--- config.mk ---
export PLATFORM = sky130hd
export DESIGN_NAME = floo_latency_cnt
export DESIGN_NICKNAME = d
export VERILOG_FILES = /design/src/rtl/floo_latency_cnt.sv
export SDC_FILE = /design/constraint.sdc
export NUM_CORES = 1
export LEC_CHECK = 0
export ABC_AREA = 1
export BUFFER_PORTS_ARGS = -buffer_cell sky130_fd_sc_hd__buf_2
export CORE_AREA = 2 2 39 41
export CTS_BUF_LIST = sky130_fd_sc_hd__clkbuf_8
export CTS_CLUSTER_DIAMETER = 120
export CTS_CLUSTER_SIZE = 30
export DETAILED_ROUTE_END_ITERATION = 7
export DIE_AREA = 0 0 41 43
export MAX_ROUTING_LAYER = met4
export PLACE_DENSITY_LB_ADDON = 0.08
export SLEW_MARGIN = 20
export SYNTH_ARGS = -nofsm -noshare
export SYNTH_HDL_FRONTEND = slang
export SYNTH_SLANG_ARGS = --single-unit
export TNS_END_PERCENT = 30
--- constraint.sdc ---
create_clock -name clk_i -period 2 [get_ports clk_i]
set_input_delay 0.2 -clock clk_i [delete_from_list [all_inputs] [get_ports clk_i]]
set_output_delay 0.2 -clock clk_i [all_outputs]
set_load 0.05 [all_outputs]
--- src/rtl/floo_latency_cnt.sv ---
// Single-entry latency down-counter.
//   clk_i, rst_i : clock, asynchronous active-high reset
//   load_i       : load load_val_i (takes priority over counting)
//   load_val_i   : value loaded on accept
//   en_i         : entry holds a beat; counts down while nonzero
//   zero_o       : counter has reached zero (beat ripe)
module floo_latency_cnt #(
  parameter int unsigned LatWidth = 9
) (
  input  logic                clk_i,
  input  logic                rst_i,
  input  logic                load_i,
  input  logic [LatWidth-1:0] load_val_i,
  input  logic                en_i,
  output logic                zero_o
);

  logic [LatWidth-1:0] cnt_q;

  always_ff @(posedge clk_i or posedge rst_i) begin
    if (rst_i) begin
      cnt_q <= '0;
    end else if (load_i) begin
      cnt_q <= load_val_i;
    end else if (en_i && (cnt_q != '0)) begin
      cnt_q <= cnt_q - LatWidth'(1);
    end
  end

  assign zero_o = (cnt_q == '0);

endmodule

After elaboration in Yosys (flattened, before gate mapping). Cells that the tools add are included.

Output and inout port bits: 1. Input bits: 13. Register bits: 9. Logic and storage cells: 8.

Mux-type cells: 2. Add/sub/neg operators: 1. Reductions and logical operators: 4.

Operators with widths (number): $mux 9 (2); $logic_not 9->1 (1); $reduce_bool 9->1 (1); $sub 9x1->9 const B (1); $reduce_bool 2->1 (1); $logic_and 1x1->1 (1).

Longest topological paths before layout. Gate-level depths: netlist of the first run.

Depth in word-level cells: 4. Gate-level depth with buffers: 10. Depth with buffers taken out: 10.

Worst setup path before layout of the first run. OpenSTA, ideal clock, no wires.

Kind: register to output. Start: reg cnt_q[0]. End: out zero_o. Stages on the path, launching flop included: 7. Required time: 1800 ps. Slack: 515 ps. Data arrival time: 1285 ps. Buffers on the path: 0. Path through: dfrtp_1 -> inv_1 -> ha_1 -> nand2_1 -> nor2_4 -> nand2_2 -> inv_1.

Word-level cells in the longest chain between the ends: 1.

RTL lines: from (decl) (RTL line 18) `logic [LatWidth-1:0] cnt_q;`; from (signal assigned) (RTL line 24) `cnt_q <= load_val_i;`; from (signal assigned) (RTL line 26) `cnt_q <= cnt_q - LatWidth'(1);`; $logic_not 9->1 (RTL line 30) `assign zero_o = (cnt_q == '0);`; to (decl) (RTL line 15) `output logic zero_o`.

Every way passes these cells.

Worst setup path in the final report of the first run. Ends and elaborated chain as after synthesis.

==> out/summary.txt, run 1 <==
Outcome - completed
I/O pins - 14
PortBufs - 13
Number of global-route vias before repair - 572
Biggest register - cnt_q
DRC viols - 0
Internal power - 0.4202 mW
Yosys warns - 0
Max FO, Critical Path - 3
Root buffer cell - clkbuf_8
N_diodes - 0
Max reg flops - 9
Final hold violation count - 0
Mapped cell area - 679.4 um^2
HP Start - load_val_i[8]
Inst Count DP - 129
WL/cell - 10.34 um
Global Route Usage Sum - 0.2033
FP Rows - 14
Mapped Cells - 102
P_leak - 0.4536 nW
Register area share after synthesis - 0.3315
Total number of vias - 635
R2R Path Start - cnt_q[0]
Post-synth top cells - nand2_1, inv_1, nand3_1, dfrtp_1, nor2_1
Minimum clock period - 1.800 ns
Startpoint types - register
Clock Path Buffers - 2
Slew margin rel. - 0.7489
VDD IR-drop max - 0.4856 mV
Die H - 43 um
RSZ-0062 raised after global routing - no
Asr flop ratio synth - 1.000
HPWL after DPL - 1028 um
Post-CTS resize count - 0
Initial Util - 0.4910
Grt ovf - 0
Most instantiated library cell after synthesis - nand2_1
Final Max Slew Viols - 0
WL final - 1386 um
Clock power share - 0.326
Layout Cells excl Fill - 134
Setup violations, final - 0
Sequential Power Share - 0.376
Setup WS post-layout - 0.2005 ns
PD cells - 803.5 nW/um^2
Clock Latency Late Sink - 0.23 ns
Layout Skew - 0.001399 ns
Flops & latches, synth - 9
Post-CTS Repair Setup Buffers - 0
Hold buffer count at cts - 1
CP startpoint - cnt_q[0]
Final cycle utilization of the critical path - 0.8998
Synth area leaders - dfrtp_1, nand2_1, inv_1
Clock sinks - 9
Crit end category - output pin
CTS clk-pin slew, worst paths - 0.05 ns
First-pass GRT wire length - 2380 um
Worst min path class - in2reg
CTS buffer count - 3
Sw frac - 0.3500
Syn Nets - 116
Drt first pass iters - 4
TritonCTS clock tree - yes
Critical path class - reg2out
Largest net degree at the start of global routing - 14
ANT nets after route - 0
Sw Pwr - 0.2263 mW
RePlAce Congestion - 0.7389
Top Registers - cnt_q x9
Fin Setup TNS - 0 ns
Synth cell types - 16
Post-synthesis area per instance - 6.661 um^2
H-tree levels - 1
Worst path arrival time - 1.60 ns
Ratio of cells with drive above 1 in the final layout - 0.2627
Number of flops mapped to enable cells by yosys - 0
Setup Slack @ Placement - 0.4483 ns
Cell taking the most area after synthesis - dfrtp_1
Die W - 41 um
CORE AREA - 1384 um^2
Max Cap Viol - 0
Critical Path RT - 1.80 ns
Initial antenna violation count - 0
1st-iter DRT viols - 7
Yosys top cell area share - 0.3315
Total die area - 1763 um^2
Maximum clock rate - 555.7 MHz
Combinational Power Share - 0.298
Layout area overhead - 18.42%
Vias/cell - 4.739
Slew of the pin with the lowest slew margin - 0.3763 ns
# nets final - 133
Ys flop type - dfrtp_1
==> path summary, 6_finish.rpt <==
check / slack [ns] / to / depth (start not counted)
max in group asynchronous: 1.24 / cnt_q[3] / 3
min reg2reg: 0.51 / cnt_q[8] / 2
min in group asynchronous: 0.49 / cnt_q[8] / 3
max: 0.20 / zero_o / 7
min: 0.17 / cnt_q[8] / 3
max reg2reg: 0.45 / cnt_q[5] / 10
==> placed cells by master, fill, tap and decap left out, types with 2 or more instances in the layout <==
| master | n |
|---|---|
| o21ai_2 | 5 |
| dfrtp_1 | 9 |
| nand2_2 | 6 |
| buf_2 | 13 |
| clkbuf_8 | 3 |
| nand2_4 | 2 |
| inv_1 | 15 |
| o21ai_0 | 4 |
| nor2_1 | 8 |
| nand3_1 | 10 |
| nand2_1 | 37 |
==> metal layers <==
layer / vias up / global-route usage / share of wire
li1: 344 / - / -
met1: 282 / 0.2574 / 0.49
met2: 7 / 0.3125 / 0.48
met3: 2 / 0.04712 / 0.025
met4: 0 / 0.06000 / 0.0058
met5: - / - / 0
==> cell type report <==
cell class,instances,area (um^2)
clock inverters,1,3.754
repair buffers,14,75.07
fillers,147,579.3
well taps,16,20.02
multi-input cells,77,386.6
clock buffers,3,41.29
inverters,14,52.55
flip-flops and latches,9,225.2
==> worst max-delay path: stages, from the launching register on <==
cell and delay, ns:
dfrtp_1 0.39, inv_1 0.13, ha_1 0.22, nand2_1 0.12, nor2_4 0.14, nand2_2 0.08, inv_1 0.05, buf_2 0.25
==> power groups by stage <==
stage | Combinational [mW] | Clock [mW] | Sequential (mW)
3_5_place_dp | 0.193 | 0 | 0.245
6_report | 0.193 | 0.211 | 0.243
2_1_floorplan | 0.158 | 0 | 0.237
3_3_place_gp | 0.191 | 0 | 0.244
5_1_grt | 0.228 | 0.226 | 0.247
4_1_cts | 0.196 | 0.216 | 0.242
==> through the flow <==
step                area (um^2)  power [mW]  hold WS (ns)  utilization
floorplan                 679.4      0.3946       0.02792            -
global placement          749.5      0.4346        0.1900       0.5416
detailed placement        749.5      0.4383        0.2001       0.5416
CTS                       804.5      0.6545        0.1681       0.5814
global route              804.5      0.7017        0.2085       0.5814
finish                    804.5      0.6464        0.1693       0.5814
==> cell families after synthesis <==
kind of cell,Yosys count,share of synthesized area
xor gates and xnor gates,1,0.01289
buffers and inverters,16,0.09944
AOI/OAI and AO/OA,10,0.1013
adders and majority gates,1,0.01841
DFF,9,0.3315
and+or+nand+nor,65,0.4365
Power figures use the tool's default switching activity.
==> run 2: changes to the inputs <==
- ABC_AREA: 1 -> not set
==> out/summary.txt, run 2 <==
ANT nets after route - 0 (unchanged)
FILL cells - 137 (was 147)
Synth cell types - 30 (was 16)
Design Power - 0.5413 mW (was 0.6464 mW)
DRC viols - 0 (unchanged)
Critical path class - reg2out (unchanged)
HPWL after DPL - 967.5 um (was 1028 um)
Critical path's slowest cell - or4b_4 (was dfrtp_1)
Combinational Power Share - 0.202 (was 0.298)
Commonest cells after routing, fill and taps aside - buf_2, dfrtp_1, inv_1 (was nand2_1, inv_1, buf_2)
Mapped cell area - 596.8 um^2 (was 679.4 um^2)
Setup WS post-layout - 0.06466 ns (was 0.2005 ns)
Sw Pwr - 0.1511 mW (was 0.2263 mW)
Post-synth top cells - dfrtp_1, inv_1, nor2_1, o21ai_0, or4_1 (was nand2_1, inv_1, nand3_1, dfrtp_1, nor2_1)
CTS clk-pin slew, worst paths - 0.05 ns (about the same)
TritonCTS clock tree - yes (unchanged)
Asr flop ratio synth - 1.000 (unchanged)
Yosys top cell area share - 0.3774 (was 0.3315)
Maximum clock rate - 516.7 MHz (was 555.7 MHz)
Total die area - 1763 um^2 (unchanged)
Area of the multi-input gates - 339.1 um^2 (was 386.6 um^2)
Top Registers - cnt_q x9 (unchanged)
R2R Path Start - cnt_q[3] (was cnt_q[0])
Layout area overhead - 27.88% (was 18.42%)
Cell taking the most area after synthesis - dfrtp_1 (unchanged)
Reg2reg setup slack - 0.19 ns (was 0.45 ns)
Setup Slack @ Placement - 0.1276 ns (was 0.4483 ns)
H-tree levels - 1 (unchanged)
Number of global-route vias before repair - 509 (was 572)
Final Util - 0.5515 (was 0.5814)
Crit end category - output pin (unchanged)
Slew margin rel. - 0.7627 (was 0.7489)
Global Route Usage Sum - 0.1952 (was 0.2033)
Ratio of cells with drive above 1 in the final layout - 0.3103 (was 0.2627)
RePlAce Congestion - 0.7505 (was 0.7389)
FP Rows - 14 (unchanged)
Layout Skew - 0.002670 ns (was 0.001399 ns)
VDD IR-drop max - 0.3542 mV (was 0.4856 mV)
Initial Util - 0.4313 (was 0.4910)
WL final - 1338 um (was 1386 um)
Sw frac - 0.2791 (was 0.3500)
Worst path bufs/invs - 2 (was 3)
WL/cell - 12.99 um (was 10.34 um)
Hold path depth - 3 (unchanged)
Hold Path End - cnt_q[8] (unchanged)
Max reg flops - 9 (unchanged)
First-pass GRT wire length - 2221 um (was 2380 um)
Clock power share - 0.382 (was 0.326)
I/O pins - 14 (unchanged)
R2r endpoint - cnt_q[0] (was cnt_q[5])
Flops & latches, synth - 9 (unchanged)
N_diodes - 0 (unchanged)
Max FO, Critical Path - 6 (was 3)
Setup violations, final - 0 (unchanged)
Number of flops mapped to enable cells by yosys - 0 (unchanged)
Yosys warns - 0 (unchanged)
Initial antenna violation count - 0 (unchanged)
Max Cap Viol - 0 (unchanged)
Largest net degree at the start of global routing - 21 (was 14)
PD cells - 709.2 nW/um^2 (was 803.5 nW/um^2)
Worst path arrival time - 1.74 ns (was 1.60 ns)
Worst min path class - in2reg (unchanged)
Synth area leaders - dfrtp_1, or4_1, inv_1 (was dfrtp_1, nand2_1, inv_1)
Syn Nets - 83 (was 116)
Internal power - 0.3902 mW (was 0.4202 mW)
CTS buffer count - 3 (unchanged)
Cell class contributing the biggest share of worst-path delay - simple AND/OR/NAND/NOR gates (was buffers and inverters)
Critical Path RT - 1.80 ns (about the same)
Vias/cell - 5.592 (was 4.739)
Clock sinks - 9 (unchanged)
Minimum clock period - 1.935 ns (was 1.800 ns)
Die W - 41 um (unchanged)
1st-iter DRT viols - 15 (was 7)
CP startpoint - cnt_q[0] (unchanged)
P_leak - 0.3353 nW (was 0.4536 nW)
# nets final - 102 (was 133)
Die H - 43 um (unchanged)
Startpoint types - register (unchanged)
Most common cell after layout, fill and taps aside - buf_2 (was nand2_1)
Final Max Slew Viols - 0 (unchanged)
CORE AREA - 1384 um^2 (unchanged)
Layout Cells excl Fill - 103 (was 134)
Post-synthesis area per instance - 8.650 um^2 (was 6.661 um^2)
HP Start - load_val_i[8] (unchanged)
Root buffer cell - clkbuf_8 (unchanged)
Inst Count DP - 96 (was 129)
Post-route cell area - 763.2 um^2 (was 804.5 um^2)
Clock Latency Late Sink - 0.23 ns (about the same)
Mapped Cells - 69 (was 102)
Total number of vias - 576 (was 635)
Crit path cell chain - inv_1, ha_1, or4b_4, nor2_2, buf_4 (was inv_1, ha_1, nand2_1, nor2_4, nand2_2, inv_1, buf_2)
Biggest register - cnt_q (unchanged)
Placed cell areas - 683.2 um^2 (was 749.5 um^2)
Drt first pass iters - 4 (unchanged)
Final cycle utilization of the critical path - 0.9677 (was 0.8998)
Ys flop type - dfrtp_1 (unchanged)
Slew of the pin with the lowest slew margin - 0.3556 ns (was 0.3763 ns)
Final hold violation count - 0 (unchanged)
Grt ovf - 0 (unchanged)
PortBufs - 13 (unchanged)
Reg area - 225.2 um^2 (unchanged)
Most instantiated library cell after synthesis - dfrtp_1 (was nand2_1)
R2R cell count - 4 (was 10)
Clock Path Buffers - 2 (unchanged)
CP max stage delay - 0.52 ns (was 0.39 ns)
Register area share after synthesis - 0.3774 (was 0.3315)
Outcome - completed (unchanged)
Sequential Power Share - 0.416 (was 0.376)
[run 2: changes by cell type in the layout (fill, tap and decap cells not counted), sizes merged, moves of 3 or more]
cell and delta:
nand2 -42, inv -7, nand3 -7, nor2 -5, o21ai -5, buf +4, or4 +4, nor3b +3
[run 2: how the worst max path moves through the flow]
stage,end,slack (ns),cells past startpoint
floorplan,zero_o,0.17,5
global placement,cnt_q[0],0.16,4
detailed placement,cnt_q[0],0.13,5
CTS,zero_o,0.05,4
global route,zero_o,-0.004,5
finish,zero_o,0.06,5
[run 2: power groups by stage]
stage,clock (mW),combinational [mW],sequential (mW)
after floorplan,0,0.0695,0.222
after global placement,0,0.103,0.226
after detailed placement,0,0.103,0.226
after CTS,0.211,0.106,0.224
after global routing,0.226,0.126,0.228
final,0.207,0.110,0.225
[run 2: per-stage QoR]
| stage | hold slack, ns | setup TNS [ns] |
|---|---|---|
| 5_1_grt | 0.1953 | -0.004222 |
| 3_3_place_gp | 0.1853 | 0 |
| 3_5_place_dp | 0.1854 | 0 |
| 4_1_cts | 0.1719 | 0 |
| 6_report | 0.1745 | 0 |
| 2_1_floorplan | 0.02792 | 0 |
[run 2: routing by layer]
metal,part of all wire,up-vias,track usage
met1,0.49,258,0.2616
met2,0.43,16,0.2656
met4,0.028,0,0.1200
met5,0,-,-
li1,-,297,-
met3,0.046,5,0.03141
[run 2: repair_timing]
action | in CTS | in global routing
setup buffers | 0 | 2
gates cloned | 0 | 0
setup endpoints to repair | 1 | 1
hold buffers | 1 | 0
resized for setup | 2 | 1
hold endpoints to repair | 9 | 0
[run 2: cells by family (layout without fill, tap and decap cells)]
logic type,after synthesis,in the layout,share of synthesized area
compound gates,21,21,0.2495
fa+ha+maj,1,1,0.02096
buf+inv,11,29,0.07128
simple gates,27,27,0.2809
flops,9,9,0.3774
[run 2: cell type report]
type,instances,area share
repair buffers,18,0.1410
well taps,16,0.02623
multi-input cells,49,0.4443
flip-flops and latches,9,0.2951
clock buffers,3,0.05410
clock inverters,1,0.004918
inverters,7,0.03443
[run 2: worst min-delay path: cells and delay by family]
family	cells	cell delay [ns]
compound gates	1	0.06
buf+inv	1	0.07
simple gates	1	0.04
